[src/rtl/fpu_operand_sequencer.sv]
// fpu_operand_sequencer: queues operand pairs, holds each one on the FPU inputs for a fixed window, returns tagged results
module fpu_operand_sequencer #(
  parameter int DEPTH = 4,
  parameter int HOLD_CYCLES = 64,
  parameter int TAG_W = 4
) (
  input  logic                       clock_100Khz,
  input  logic                       reset,
  input  logic                       in_valid,
  output logic                       in_ready,
  input  logic [31:0]                in_op_a,
  input  logic [31:0]                in_op_b,
  output logic [31:0]                op_a_out,
  output logic [31:0]                op_b_out,
  input  logic [31:0]                fpu_data_in,
  input  logic [3:0]                 fpu_status_in,
  output logic                       res_valid,
  input  logic                       res_ready,
  output logic [31:0]                res_data,
  output logic [3:0]                 res_status,
  output logic [TAG_W-1:0]           res_tag,
  output logic                       busy,
  output logic [$clog2(DEPTH):0]     fifo_count
);
  localparam int AW = $clog2(DEPTH);
  localparam int CW = AW + 1;
  localparam int HW = $clog2(HOLD_CYCLES);
  typedef enum logic [1:0] {IDLE, ISSUE, RESULT} state_t;
  state_t state, state_next;
  logic [31:0] mem_a [DEPTH];
  logic [31:0] mem_b [DEPTH];
  logic [TAG_W-1:0] mem_tag [DEPTH];
  logic [AW-1:0] wr_ptr, rd_ptr;
  logic [TAG_W-1:0] tag_ctr, issue_tag;
  logic [HW-1:0] hold_ctr;
  logic [CW-1:0] count_next;
  logic push, pop, hold_done;
  assign push = in_valid && in_ready;
  assign pop = state == IDLE && fifo_count != '0;
  assign hold_done = hold_ctr == HW'(HOLD_CYCLES - 1);
  assign count_next = fifo_count + CW'(push) - CW'(pop);
  assign busy = state != IDLE;
  // state register
  always_ff @(posedge clock_100Khz) state <= reset ? IDLE : state_next;
  // issue when work is queued, capture after the hold window, wait for the consumer
  always_comb begin
    state_next = state;
    case (state)
      IDLE:    state_next = pop ? ISSUE : IDLE;
      ISSUE:   state_next = hold_done ? RESULT : ISSUE;
      default: state_next = res_ready ? IDLE : RESULT;
    endcase
  end
  // FIFO storage needs no reset; pointers and count decide what is live
  always_ff @(posedge clock_100Khz) begin
    if (push) begin
      mem_a[wr_ptr] <= in_op_a;
      mem_b[wr_ptr] <= in_op_b;
      mem_tag[wr_ptr] <= tag_ctr;
    end
  end
  // FIFO pointers, occupancy, registered ready and sequence tag
  always_ff @(posedge clock_100Khz) begin
    if (reset) begin
      wr_ptr <= '0;
      rd_ptr <= '0;
      fifo_count <= '0;
      in_ready <= 1'b1;
      tag_ctr <= '0;
    end else begin
      if (push) begin
        wr_ptr <= wr_ptr + 1'b1;
        tag_ctr <= tag_ctr + 1'b1;
      end
      if (pop) rd_ptr <= rd_ptr + 1'b1;
      fifo_count <= count_next;
      in_ready <= count_next != CW'(DEPTH);
    end
  end
  // operand drive, hold counting and result capture
  always_ff @(posedge clock_100Khz) begin
    if (reset) begin
      op_a_out <= '0;
      op_b_out <= '0;
      issue_tag <= '0;
      hold_ctr <= '0;
      res_valid <= 1'b0;
      res_data <= '0;
      res_status <= 4'd2;
      res_tag <= '0;
    end else begin
      if (pop) begin
        op_a_out <= mem_a[rd_ptr];
        op_b_out <= mem_b[rd_ptr];
        issue_tag <= mem_tag[rd_ptr];
        hold_ctr <= '0;
      end else if (state == ISSUE && !hold_done) hold_ctr <= hold_ctr + 1'b1;
      if (state == ISSUE && hold_done) begin
        res_valid <= 1'b1;
        res_data <= fpu_data_in;
        res_status <= fpu_status_in;
        res_tag <= issue_tag;
      end else if (res_valid && res_ready) res_valid <= 1'b0;
    end
  end
endmodule

[config.mk]
export PLATFORM = sky130hd
export DESIGN_NAME = fpu_operand_sequencer
export DESIGN_NICKNAME = d
export VERILOG_FILES = /design/src/rtl/fpu_operand_sequencer.sv
export SDC_FILE = /design/constraint.sdc
export NUM_CORES = 1
export LEC_CHECK = 0
export CAP_MARGIN = 15
export CORE_MARGIN = 4
export CORE_UTILIZATION = 50
export DETAILED_ROUTE_END_ITERATION = 6
export GPL_TIMING_DRIVEN = 0
export PLACE_DENSITY = 0.82
export SYNTH_ARGS = -nofsm -noshare
export SYNTH_HDL_FRONTEND = slang
export SYNTH_SLANG_ARGS = --single-unit
[constraint.sdc]
create_clock -name clock_100Khz -period 5.2 [get_ports clock_100Khz]
set_input_delay 1.3 -clock clock_100Khz [delete_from_list [all_inputs] [get_ports clock_100Khz]]
set_output_delay 1.3 -clock clock_100Khz [all_outputs]
set_load 0.005 [all_outputs]
Word-level counts from Yosys, hierarchy flattened
Memory sizes are Yosys's and may differ from the RTL's. A register that Yosys moved wholly into a read port is not among the register bits.
Cells that the tools add are included.
Storage, ports and cells
  bits in registers: 61
  bits in latches: 0
  memory bits (writable): 272
  ROM bits: 0
  bits of input ports: 104
  word-level logic and storage cells: 42
  memories kept: 3
Memories
  mem_a: depth 4, width 32, rd ports 1, clocked after Yosys merged registers in 1, wr ports 1, RTL line 30  | logic [31:0] mem_a [DEPTH];
  mem_b: depth 4, width 32, rd ports 1, clocked after Yosys merged registers in 1, wr ports 1, RTL line 31  | logic [31:0] mem_b [DEPTH];
  mem_tag: depth 4, width 4, rd ports 1, clocked after Yosys merged registers in 1, wr ports 1, RTL line 32  | logic [TAG_W-1:0] mem_tag [DEPTH];
Cells by class
  add/subtract/negate cells: 6
  multipliers: 0
  div/mod/pow operators: 0
  order comparisons: 0
  equality and inequality tests: 3
  shift-type cells: 0
  multiplexer cells: 8
  bitwise operators: 0
  reduce and logical (&&, ||, !) cells: 11
Operators by type and width (number)
  $add 6x1->6 const B: 1
  $eq 6x6->1 const B: 1
  $logic_and 1x1->1: 5
  $mux 1: 5
  $add 2x1->2 const B: 2
  $add 4x1->4 const B: 1
  $mux 2: 2
  $pmux 2 s2: 1
  $reduce_bool 2->1: 2
  $add 3x1->3: 1
  $ne 3x3->1 const B: 1
  $reduce_bool 3->1: 1
  $sub 3x1->3: 1
  $eq 2x1->1 const B: 1
  $logic_not 2->1: 1
  $reduce_or 2->1: 1
  $logic_not 1->1: 1

Longest topological paths before layout
  depth in word-level cells: 4
  mapped depth: 10
  depth with buffers taken out: 10

Least setup slack after synthesis
Ideal clock, no wire load.
  kind: input port to flip-flop
  from: in in_valid
  to: mem mem_a[0][0] (enable)
  setup time: 0.434 ns
  data arrival time: 3.173 ns
  required time: 4.766 ns
  path slack: 1.593 ns
  stages on the path: 2
  buffers on the path: 1
  cell sequence: clkbuf_1 and3_1
Between the ends
  word-level cells in the longest chain between the ends: 3
RTL lines
  start, declared: RTL line 9  | input logic in_valid,
  $logic_and 1x1->1: RTL line 38  | assign push = in_valid && in_ready;
  $mux 1: RTL line 56  | if (push) begin
  $mux 1 (not written as such): RTL line 57  | mem_a[wr_ptr] <= in_op_a;
  end, declared: RTL line 30
Every way passes these cells.

Worst setup path after layout
  from: reg state[1]
  to: out busy
Between the ends
  word-level cells in the longest chain between the ends: 1
RTL lines
  start, declared: RTL line 29  | state_t state, state_next;
  start signal, assigned: RTL line 44  | always_ff @(posedge clock_100Khz) state <= reset ? IDLE : state_next;
  $reduce_bool 2->1: RTL line 42  | assign busy = state != IDLE;
  end, declared: RTL line 22  | output logic busy,
Every way passes these cells.

==> metrics <==
Buf/Inv on CP=2; Setup crit end kind=output pin; die area=about 0.032 sq mm; Final Setup Violations=0; Pwr Density=roughly 500 mW/mm^2; Worst R2R Start=state[1]; Hold Crit Endpoint=res_data[24]; sequential element share of the synthesized area=0.742; gr usage total=0.190; Worst VDD drop=about 0.35 mV; initial antenna violation count=3; Leakage=between 6 and 7 nW; Worst-Skew Late Latency=about 530 ps; clock transition at the registers of the reported paths=~60 ps; worst-margin pin slew=roughly 700 ps; WP depth=3; fillers=roughly 1900; max incr delay on CP=approximately 560 ps; IO Port Bufs=about 210; TritonCTS clock tree=done; Net Count, Synth=about 910; Core ar.=~0.029 sq mm; wirelength, routed=~30000 um; Vias=between 7000 and 8000; largest family of logic cells by synthesized area=multiplexers; I/O pins=214; Max-cap violations=0; Layout Nets=between 1000 and 1500; fmax=roughly 330 MHz; Worst R2R Path Depth=10; skew final=about 13 ps; RSZ-0062 raised after global routing=no; P&R area growth vs syn=28.3%; peak fanout along the critical path=10; top_reg_cell synth=edfxtp_1; Slowest-stage cell, CP=clkdlybuf4s50_1; Site Rows=62; r2r setup slk=about 2800 ps; post-synthesis async set-or-reset flop share=0; Ys Warns=0; post-CTS resize count=0; post-synthesis xor/xnor area fraction=0.00345; DRC=0; cts hold-fix bufs=0; Yosys reg bits=401; clk buf depth=3; outcome=completed; crit path DAT=1750 ps; Detailed Routing Iterations Pass 1=5; syn_area_per_cell=18.2 sq um; Setup Buffers After CTS=0; Post-synth EDFFs=272; Post-Syn Instances=around 790; CP Cell Sequence=nor2_4, inv_2, clkdlybuf4s50_1; post-DP HPWL=roughly 20000 um; fin crit share=0.586; Post-Syn Area=0.0145 sq mm; Final Wtd Congestion=around 0.72; largest net degree at the start of global routing=49; top cells by count, synth=272 x edfxtp_1, 129 x dfxtp_1, 83 x nand2_1; gr ovfl total=0; mux cell area share after synthesis=0.135; largest area contributor in the netlist=edfxtp_1; worst min-delay path startpoint=res_data[24]; vias per cell=~5.4; post-route setup slack=between 2000 and 2500 ps; ANT cells=0; clock sink total=between 400 and 500; final-report hold violation count=0; TNS Setup=0 ps; CP top delay family=buffers and inverters; first-pass GRT wire length=roughly 47000 um; Die Wd=178 um; H-Tree Depth=2; Crit path required time=about 3900 ps; routed len/inst=20.7 um; share of cells above drive strength 1=0.156; Starting Density=0.506; Max-Slew Margin vs Limit=0.531; post-synthesis adder-cell area fraction=0.00829; top post-synthesis cells by area=edfxtp_1 56%, dfxtp_1 18%, mux4_2 11%; fin. max-slew vios=0; Iter 0 DRT Violations=roughly 480; crit path launch type=register; area share of the largest cell type after synthesis=0.564; Chip Height=~180 um; Synth Area in Simple Gates=0.0376; DP Worst Slack=roughly 1900 ps; Hold WC Path Type=reg2reg; clk root buf=clkbuf_16; minimum clock period=between 3000 and 4000 ps; vias in the first global route=approximately 8400; critical path type=reg2out; Num CTS Buffers=40; WHS Path Cells=2; top-count cell post-synth=edfxtp_1; synth unique cells=42; Final Util=0.649; Final ANT Viol Nets=0; FF-to-FF End=in_ready; complex-gate fraction of the synthesized area=0.0536
-- worst min-delay path, stage by stage (launching register included) --
cell     delay (ps)
dfxtp_1         310
nand2_1          50
mux2i_1          50
-- cells in the final DEF, fill, tap and decap left out, types with 4 or more instances in the layout --
cell               n
edfxtp_1         272
clkdlybuf4s50_1  212
dfxtp_1          129
nand2_1           83
mux4_2            68
a22o_1            64
mux2i_1           43
clkbuf_16         40
clkbuf_1          31
buf_2             10
nor2_1             9
a21oi_1            9
inv_1              8
ha_1               8
nand3_1            7
clkinv_2           7
buf_6              6
clkbuf_8           6
buf_4              5
bufinv_16          5
and3_4             4
o211ai_1           4
o2bb2ai_1          4
clkinvlp_4         4
-- worst max path at each step --
stage / startpoint / end / slack (ps)
4_1_cts: state[1] / busy / 2120
3_3_place_gp: in_valid / mem_a[1][30] / 220
6_report: state[1] / busy / 2150
5_1_grt: state[1] / busy / 2040
2_1_floorplan: in_valid / mem_a[0][0] / 1590
3_5_place_dp: in_valid / in_ready / 1930
-- routing by layer --
| metal | wire length (um) | GRT usage | vias up |
|---|---|---|---|
| li1 | - | - | 3643 |
| met4 | 380 | 0.0403 | 6 |
| met5 | 41 | 0 | - |
| met2 | 15300 | 0.329 | 269 |
| met1 | 12300 | 0.246 | 3950 |
| met3 | 2360 | 0.0500 | 35 |
-- final cells by class --
type,count,area (sq um),share of cell area
clock inverters,20,264,0.0142
well taps,384,480,0.0258
flip-flops and latches,401,10800,0.578
clock buffers,54,1110,0.0599
multi-input cells,338,3470,0.187
repair buffers,216,2220,0.120
plain buffers,46,249,0.0134
inverters,9,33.8,0.00182
-- logic make-up (layout without fill, tap and decap cells) --
kind of cell | count (synthesis) | after routing
DFF | 401 | 401
and+or+nand+nor | 120 | 120
buffers and inverters | 55 | 345
AOI/OAI and AO/OA | 94 | 94
adders and majority gates | 9 | 9
muxes | 111 | 111
xor gates and xnor gates | 4 | 4
-- sequential cells by signal, summed over array words and instances (netlist names) --
signal and flops:
mem_a 128, mem_b 128, op_a_out 32, op_b_out 32
res_data 32, mem_tag 16, hold_ctr 6, issue_tag 4
res_status 4, res_tag 4, tag_ctr 4, fifo_count 3
rd_ptr 2, state 2, wr_ptr 2, in_ready 1
res_valid 1
-- through the flow --
step           instances  cell area, sq um  hold WS (ps)  total power (W)
2_1_floorplan        794             14500           436          0.00549
3_3_place_gp        1390             17100           442          0.00645
3_5_place_dp        1394             17200           447          0.00653
4_1_cts             1468             18600           457          0.00949
5_1_grt             1468             18600           468          0.00982
6_report            1468             18600           456          0.00936
-- power breakdown --
| group | switching [W] | internal [W] |
|---|---|---|
| sequential | 0.000231 | 0.00394 |
| combinational | 0.00100 | 0.00124 |
| clock | 0.00118 | 0.00177 |
Power figures use the tool's default switching activity.
